--- config.mk ---
export PLATFORM = sky130hd
export DESIGN_NAME = lupa_frame_gate
export DESIGN_NICKNAME = d
export VERILOG_FILES = /design/src/rtl/lupa_cap_pkg.sv /design/src/rtl/lupa_frame_gate_packer.sv /design/src/rtl/lupa_frame_gate.sv
export SDC_FILE = /design/constraint.sdc
export NUM_CORES = 1
export LEC_CHECK = 0
export ABC_AREA = 0
export CAP_MARGIN = 20
export CORE_ASPECT_RATIO = 2
export CORE_UTILIZATION = 58
export DETAILED_ROUTE_END_ITERATION = 8
export PLACE_DENSITY = 0.83
export SLEW_MARGIN = 20
export SYNTH_ARGS = -nofsm -noshare
export SYNTH_HDL_FRONTEND = slang
export SYNTH_HIERARCHICAL = 1
export SYNTH_SLANG_ARGS = --single-unit
--- constraint.sdc ---
create_clock -name CLK -period 3.7 [get_ports CLK]
set_clock_uncertainty 0.05 [all_clocks]
set_input_delay 0.74 -clock CLK [delete_from_list [all_inputs] [get_ports CLK]]
set_output_delay 0.74 -clock CLK [all_outputs]
set_load 0.01 [all_outputs]
--- src/rtl/lupa_cap_pkg.sv ---
// Shared types and constants for the LUPA300 capture gate: FSM states,
// default window size and status bit positions.
package lupa_cap_pkg;

  typedef enum logic [1:0] {
    IDLE,
    WAIT,
    ACTIVE,
    DROP
  } cap_state_e;

  localparam int H_ACTIVE_DEF     = 640;
  localparam int V_ACTIVE_DEF     = 480;
  localparam int PIX_W            = 8;
  localparam int STAT_SHORT_LINE  = 0;
  localparam int STAT_SHORT_FRAME = 1;

endpackage

--- src/rtl/lupa_frame_gate_packer.sv ---
// pixel_packer: pairs accepted 8-bit pixels into 16-bit words with a one-cycle
// write strobe; a flush with a held pixel writes {held, 8'h00}.
module pixel_packer
  import lupa_cap_pkg::*;
(
  input  logic                 clk_i,
  input  logic                 rst_i,
  input  logic [PIX_W-1:0]     pix_i,
  input  logic                 accept_i,
  input  logic                 flush_i,
  input  logic                 clear_i,
  output logic [2*PIX_W-1:0]   data_o,
  output logic                 wr_o,
  output logic                 pend_o
);

  logic [PIX_W-1:0]   hold_q, hold_d;
  logic               phase_q, phase_d;
  logic [2*PIX_W-1:0] word_q, word_d;
  logic               wr_q, wr_d;

  always_comb begin
    hold_d  = hold_q;
    phase_d = phase_q;
    word_d  = word_q;
    wr_d    = 1'b0;
    if (clear_i) begin
      phase_d = 1'b0;
    end else if (accept_i) begin
      if (!phase_q) begin
        hold_d  = pix_i;
        phase_d = 1'b1;
      end else begin
        word_d  = {hold_q, pix_i};
        wr_d    = 1'b1;
        phase_d = 1'b0;
      end
    end else if (flush_i && phase_q) begin
      word_d  = {hold_q, {PIX_W{1'b0}}};
      wr_d    = 1'b1;
      phase_d = 1'b0;
    end
  end

  always_ff @(posedge clk_i) begin
    if (rst_i) begin
      phase_q <= 1'b0;
      word_q  <= '0;
      wr_q    <= 1'b0;
    end else begin
      phase_q <= phase_d;
      word_q  <= word_d;
      wr_q    <= wr_d;
    end
  end

  // Held byte is pure data; phase_q decides whether it is meaningful.
  always_ff @(posedge clk_i) begin
    hold_q <= hold_d;
  end

  assign data_o = word_q;
  assign wr_o   = wr_q;
  assign pend_o = phase_q;

endmodule

--- src/rtl/lupa_frame_gate.sv ---
// lupa_frame_gate: crops LUPA300 pixels to the active window and packs pairs
// for the SDRAM write port. Optional frame decimation under `FRAME_SKIP_EN`.
module lupa_frame_gate
  import lupa_cap_pkg::*;
#(
  parameter int H_ACTIVE  = H_ACTIVE_DEF,
  parameter int V_ACTIVE  = V_ACTIVE_DEF,
  parameter int SKIP_LOG2 = 2
) (
  input  logic        CLK,
  input  logic        RESET,
  input  logic        ENABLE,
  input  logic [7:0]  iDATA,
  input  logic        iLV,
  input  logic        iFV,
  output logic [15:0] oDATA,
  output logic        oWR,
  output logic        oSOF,
  output logic        oEOF,
  output logic [1:0]  oSTAT
);

  localparam int XW = $clog2(H_ACTIVE + 1);
  localparam int YW = $clog2(V_ACTIVE + 1);
  localparam logic [XW-1:0] H_MAX = XW'(H_ACTIVE);
  localparam logic [YW-1:0] V_MAX = YW'(V_ACTIVE);

  // Input registers track the pins even during reset so that IDLE sees the
  // true frame-valid level and cannot mistake a mid-frame reset for a rise.
  logic [7:0] data_q;
  logic       lv_q, fv_q, lv_prev_q, fv_prev_q;
  logic       lv_act;

  always_ff @(posedge CLK) begin
    data_q    <= iDATA;
    lv_q      <= iLV;
    fv_q      <= iFV;
    lv_prev_q <= lv_act;
    fv_prev_q <= fv_q;
  end

  // Line valid only counts inside a frame, so FV falling with LV high ends the line too.
  assign lv_act = lv_q & fv_q;

  logic fv_rise, fv_fall, line_end;
  assign fv_rise  = fv_q & ~fv_prev_q;
  assign fv_fall  = ~fv_q & fv_prev_q;
  assign line_end = lv_prev_q & ~lv_act;

  cap_state_e    state_q;
  logic [XW-1:0] x_q;
  logic [YW-1:0] y_q, y_next;
  logic          sof_q, eof_q, eof_pend_q;
  logic [1:0]    stat_q;
  logic          frame_sel;
  logic          in_active, accept, flush, clear, pend;

  assign in_active = (state_q == ACTIVE);
  assign accept    = in_active & lv_act & (x_q < H_MAX) & (y_q < V_MAX);
  assign flush     = in_active & line_end;
  assign clear     = (state_q == WAIT) & fv_rise & ENABLE & frame_sel;
  assign y_next    = (line_end && (y_q != V_MAX)) ? y_q + 1'b1 : y_q;

`ifdef FRAME_SKIP_EN
  logic [SKIP_LOG2-1:0] frame_cnt_q;
  assign frame_sel = (frame_cnt_q == '0);

  always_ff @(posedge CLK) begin
    if (RESET) begin
      frame_cnt_q <= '0;
    end else if ((state_q == WAIT) && fv_rise) begin
      frame_cnt_q <= frame_cnt_q + 1'b1;
    end
  end
`else
  assign frame_sel = 1'b1;
`endif

  always_ff @(posedge CLK) begin
    if (RESET) begin
      state_q    <= IDLE;
      x_q        <= '0;
      y_q        <= '0;
      sof_q      <= 1'b0;
      eof_q      <= 1'b0;
      eof_pend_q <= 1'b0;
      stat_q     <= '0;
    end else begin
      sof_q      <= 1'b0;
      eof_q      <= eof_pend_q;
      eof_pend_q <= 1'b0;
      case (state_q)
        IDLE: begin
          if (!fv_q) state_q <= WAIT;
        end
        WAIT: begin
          if (fv_rise) begin
            if (ENABLE && frame_sel) begin
              state_q <= ACTIVE;
              sof_q   <= 1'b1;
              stat_q  <= '0;
              x_q     <= '0;
              y_q     <= '0;
            end else begin
              state_q <= DROP;
            end
          end
        end
        ACTIVE: begin
          if (lv_act && (x_q != H_MAX)) x_q <= x_q + 1'b1;
          if (line_end) begin
            x_q <= '0;
            y_q <= y_next;
            if (x_q < H_MAX) stat_q[STAT_SHORT_LINE] <= 1'b1;
          end
          if (fv_fall) begin
            state_q <= WAIT;
            // A held pixel is flushed this cycle, so the end pulse waits one more.
            if (pend) eof_pend_q <= 1'b1;
            else      eof_q      <= 1'b1;
            if (y_next < V_MAX) stat_q[STAT_SHORT_FRAME] <= 1'b1;
          end
        end
        DROP: begin
          if (fv_fall) state_q <= WAIT;
        end
        default: state_q <= IDLE;
      endcase
    end
  end

  pixel_packer u_packer (
    .clk_i    (CLK),
    .rst_i    (RESET),
    .pix_i    (data_q),
    .accept_i (accept),
    .flush_i  (flush),
    .clear_i  (clear),
    .data_o   (oDATA),
    .wr_o     (oWR),
    .pend_o   (pend)
  );

  assign oSOF  = sof_q;
  assign oEOF  = eof_q;
  assign oSTAT = stat_q;

endmodule

==> summary.md <==
| Metric | Value |
|---|---|
| Worst path arrival time | 2.87 ns |
| Crit. End Element | flip-flop |
| Root buffer cell | clkbuf_8 |
| Mapped Area | 2770 um^2 |
| Sum Neg Setup Slack | 0 ns |
| Reg2Reg Depth | 7 |
| Fin worst setup slack | 1.01 ns |
| Seq/Total Area, Yosys | 49.2% |
| DR iter-0 viols | 63 |
| Postcts setup bufs | 0 |
| Post-route clock period utilization | 72.6% |
| Synth Warn # | 6 |
| Yosys cell types | 63 |
| CP startpoint | state_q[0] |
| Top-count cell post-synth | dfxtp_1 |
| IO Port Bufs | 33 |
| Vias in the first global route | 2,226 |
| Drt wl/cell | 16.5 um |
| Yosys reg bits | 64 |
| Min-Delay Path Class | flip-flop to flip-flop |
| Routed wire length | 6160 um |
| Commonest cells in the netlist | dfxtp_1, a21oi_1, nor2_1, nand3_1, nand2_1 |
| First-pass DRT Iterations | 4 |
| Top_reg_cell synth | dfxtp_1 |
| Cell Rows | 35 |
| Crit Path Max Fanout | 17 |
| Largest cells by area after synthesis | dfxtp_1, edfxtp_1, a21oi_1 |
| Net count after synthesis | 297 |
| H-tree depth | 3 |
| Area leader, netlist | dfxtp_1 |
| Max-cap violations | 0 |
| GRT overflow | 0 |
| Peak Freq | 372 MHz |
| Antenna violations before repair | 0 |
| Largest net degree at the start of global routing | 20 |
| Synth top area share | 40.5% |
| Die height | 99.6 um |
| Vias | 2,275 |
| Post-layout min period | 2.69 ns |
| Hold buffer count at cts | 0 |
| CTS Buffer Depth | 2 |
| # setup viols final | 0 |
| Hold endpoint | u_packer/hold_q[6] |
| Clk sinks | 64 |
| DP Area | 3110 um^2 |
| DRC Markers | 0 |
| Leak Pwr | 0.00116 uW |
| Starting Density | 60.1% |
| HP Start | data_q[6] |
| Final ANT Viol Nets | 0 |
| Async S/R FF share, synth | 0% |
| Final hold violation count | 0 |
| Syn Area/Cell | 10.0 um^2 |
| Place WS | 0.906 ns |
| Chip width | 50.8 um |
| Die area | 5060 um^2 |
| Register-to-register setup slack | 1.01 ns |
| Final #Nets | 334 |
| Setup CP Type | flip-flop to flip-flop |
| Worst Tran Pin Value | 0.729 ns |
| CTS tree | done |
| First-pass GRT wire length | 10,100 um |
| CTS Buf Count | 9 |
| Max Slew Vio Count | 0 |
| Antenna cell count | 0 |
| Final Instance Area | 3320 um^2 |
| Reg2reg start | state_q[0] |
| Clock latency on the worst-skew pair | 0.34 ns |
| Ports | 34 |
| Worst-path clk slew | 0.07 ns |
| DP Wirelength | 4460 um |
| Peak supply drop | 0.421 mV |
| Status | finished, final reports clean |
| Hold Path Cell Cnt | 0 |
| Final hold slack | 0.391 ns |
| Core ar. | 4600 um^2 |
| Worst r2r dst | u_packer/data_o[5] |
| Post_cts resized | 0 |
| Syn-to-layout area delta | 20.1% |
| Fill count | 365 |
| Relative slew slack | 51.2% |
| PD cells | 519 nW/um^2 |
| Post-synth EDFFs | 8 |
| Mapped Cells | 276 |
| Gp weighted congestion | 0.873 |
| Total GRT Usage | 27.0% |
| Crit path launch type | flip-flop |
| CP required | 3.89 ns |
| Via-to-Cell Ratio | 6.10 |
| RSZ-0062 raised after global routing | false |
| Share of layout cells above drive strength 1 | 13.8% |
## sequential cells by signal, summed over array words and instances, names as in the netlist
| name | flops |
|---|---|
| u_packer/data_o | 16 |
| u_packer/pend_o | 1 |
| u_packer/wr_o | 1 |
| state_q | 2 |
| x_q | 10 |
| u_packer/hold_q | 8 |
| fv_prev_q | 1 |
| lv_q | 1 |
| oEOF | 1 |
| oSOF | 1 |
| data_q | 8 |
| fv_q | 1 |
| oSTAT | 2 |
| eof_pend_q | 1 |
| y_q | 9 |
| lv_prev_q | 1 |
## cell families after synthesis
| group | synth area share, % |
|---|---|
| AOI/OAI and AO/OA | 20.8 |
| and+or+nand+nor | 19.7 |
| buffers and inverters | 3.98 |
| adders and majority gates | 3.62 |
| xor gates and xnor gates | 1.58 |
| muxes | 1.09 |
| DFF | 49.2 |
## final cells by class
type / count / area [um^2] / area share [%]
Clock inverter: 6 / 68.8 / 2.07
Tap cell: 55 / 68.8 / 2.07
Timing Repair Buffer: 36 / 353 / 10.6
Sequential cell: 64 / 1360 / 41.0
Inverter: 10 / 37.5 / 1.13
Multi-Input combinational cell: 192 / 1290 / 39.0
Clock buffer: 10 / 138 / 4.14
## placed cells by master (no fill, tap or decap), types with 3 or more instances in the layout
cell type,n
a211oi_1,6
a21bo_2,7
a21oi_1,20
a22o_1,8
a31oi_1,3
buf_4,3
clkbuf_8,10
clkdlybuf4s50_1,33
clkinv_4,3
dfxtp_1,56
edfxtp_1,8
ha_1,8
inv_1,10
mux2i_1,3
nand2_1,12
nand2b_1,4
nand3_1,17
nand4_1,5
nor2_1,19
nor3_1,6
o21ai_0,10
o21ai_1,4
or3_1,3
xnor2_1,4
## worst max-delay path, cell delays in order, from the launching register on
cell	delay (ns)
dfxtp_1	0.35
inv_1	0.09
ha_1	0.53
nand3_1	0.23
nor2_1	0.31
or2_1	0.59
a21oi_4	0.19
a22o_1	0.24
## routing by layer
layer / share of wire (%) / GRT usage, %
met5: 0 / 0
met4: 3.4 / 17.5
met3: 3.3 / 6.57
met2: 57 / 50.2
met1: 37 / 24.8
## worst max-delay path by stage
stage | end | slack, ns | cells after the start
final | u_packer/data_o[5] | 1.01 | 7
after global routing | u_packer/data_o[5] | 0.86 | 7
after CTS | u_packer/data_o[5] | 1.05 | 7
after detailed placement | x_q[5] | 0.91 | 6
after global placement | x_q[5] | 0.95 | 6
after floorplan | u_packer/hold_q[0] | 1.57 | 6
## stage by stage
step | instances | util (%) | total power, uW
floorplan | 276 | - | 1050
global placement | 357 | 67.7 | 1120
global route | 373 | 72.2 | 1820
CTS | 373 | 72.2 | 1730
detailed placement | 357 | 67.7 | 1130
finish | 373 | 72.2 | 1720
## where the power goes
part	switching, uW	leakage, uW	internal (uW)
Combinational	224	0.000527	133
Clock	273	0.000102	331
Sequential	27.9	0.000528	734
Total	525	0.00116	1200
(Power assumes the default switching activity.)
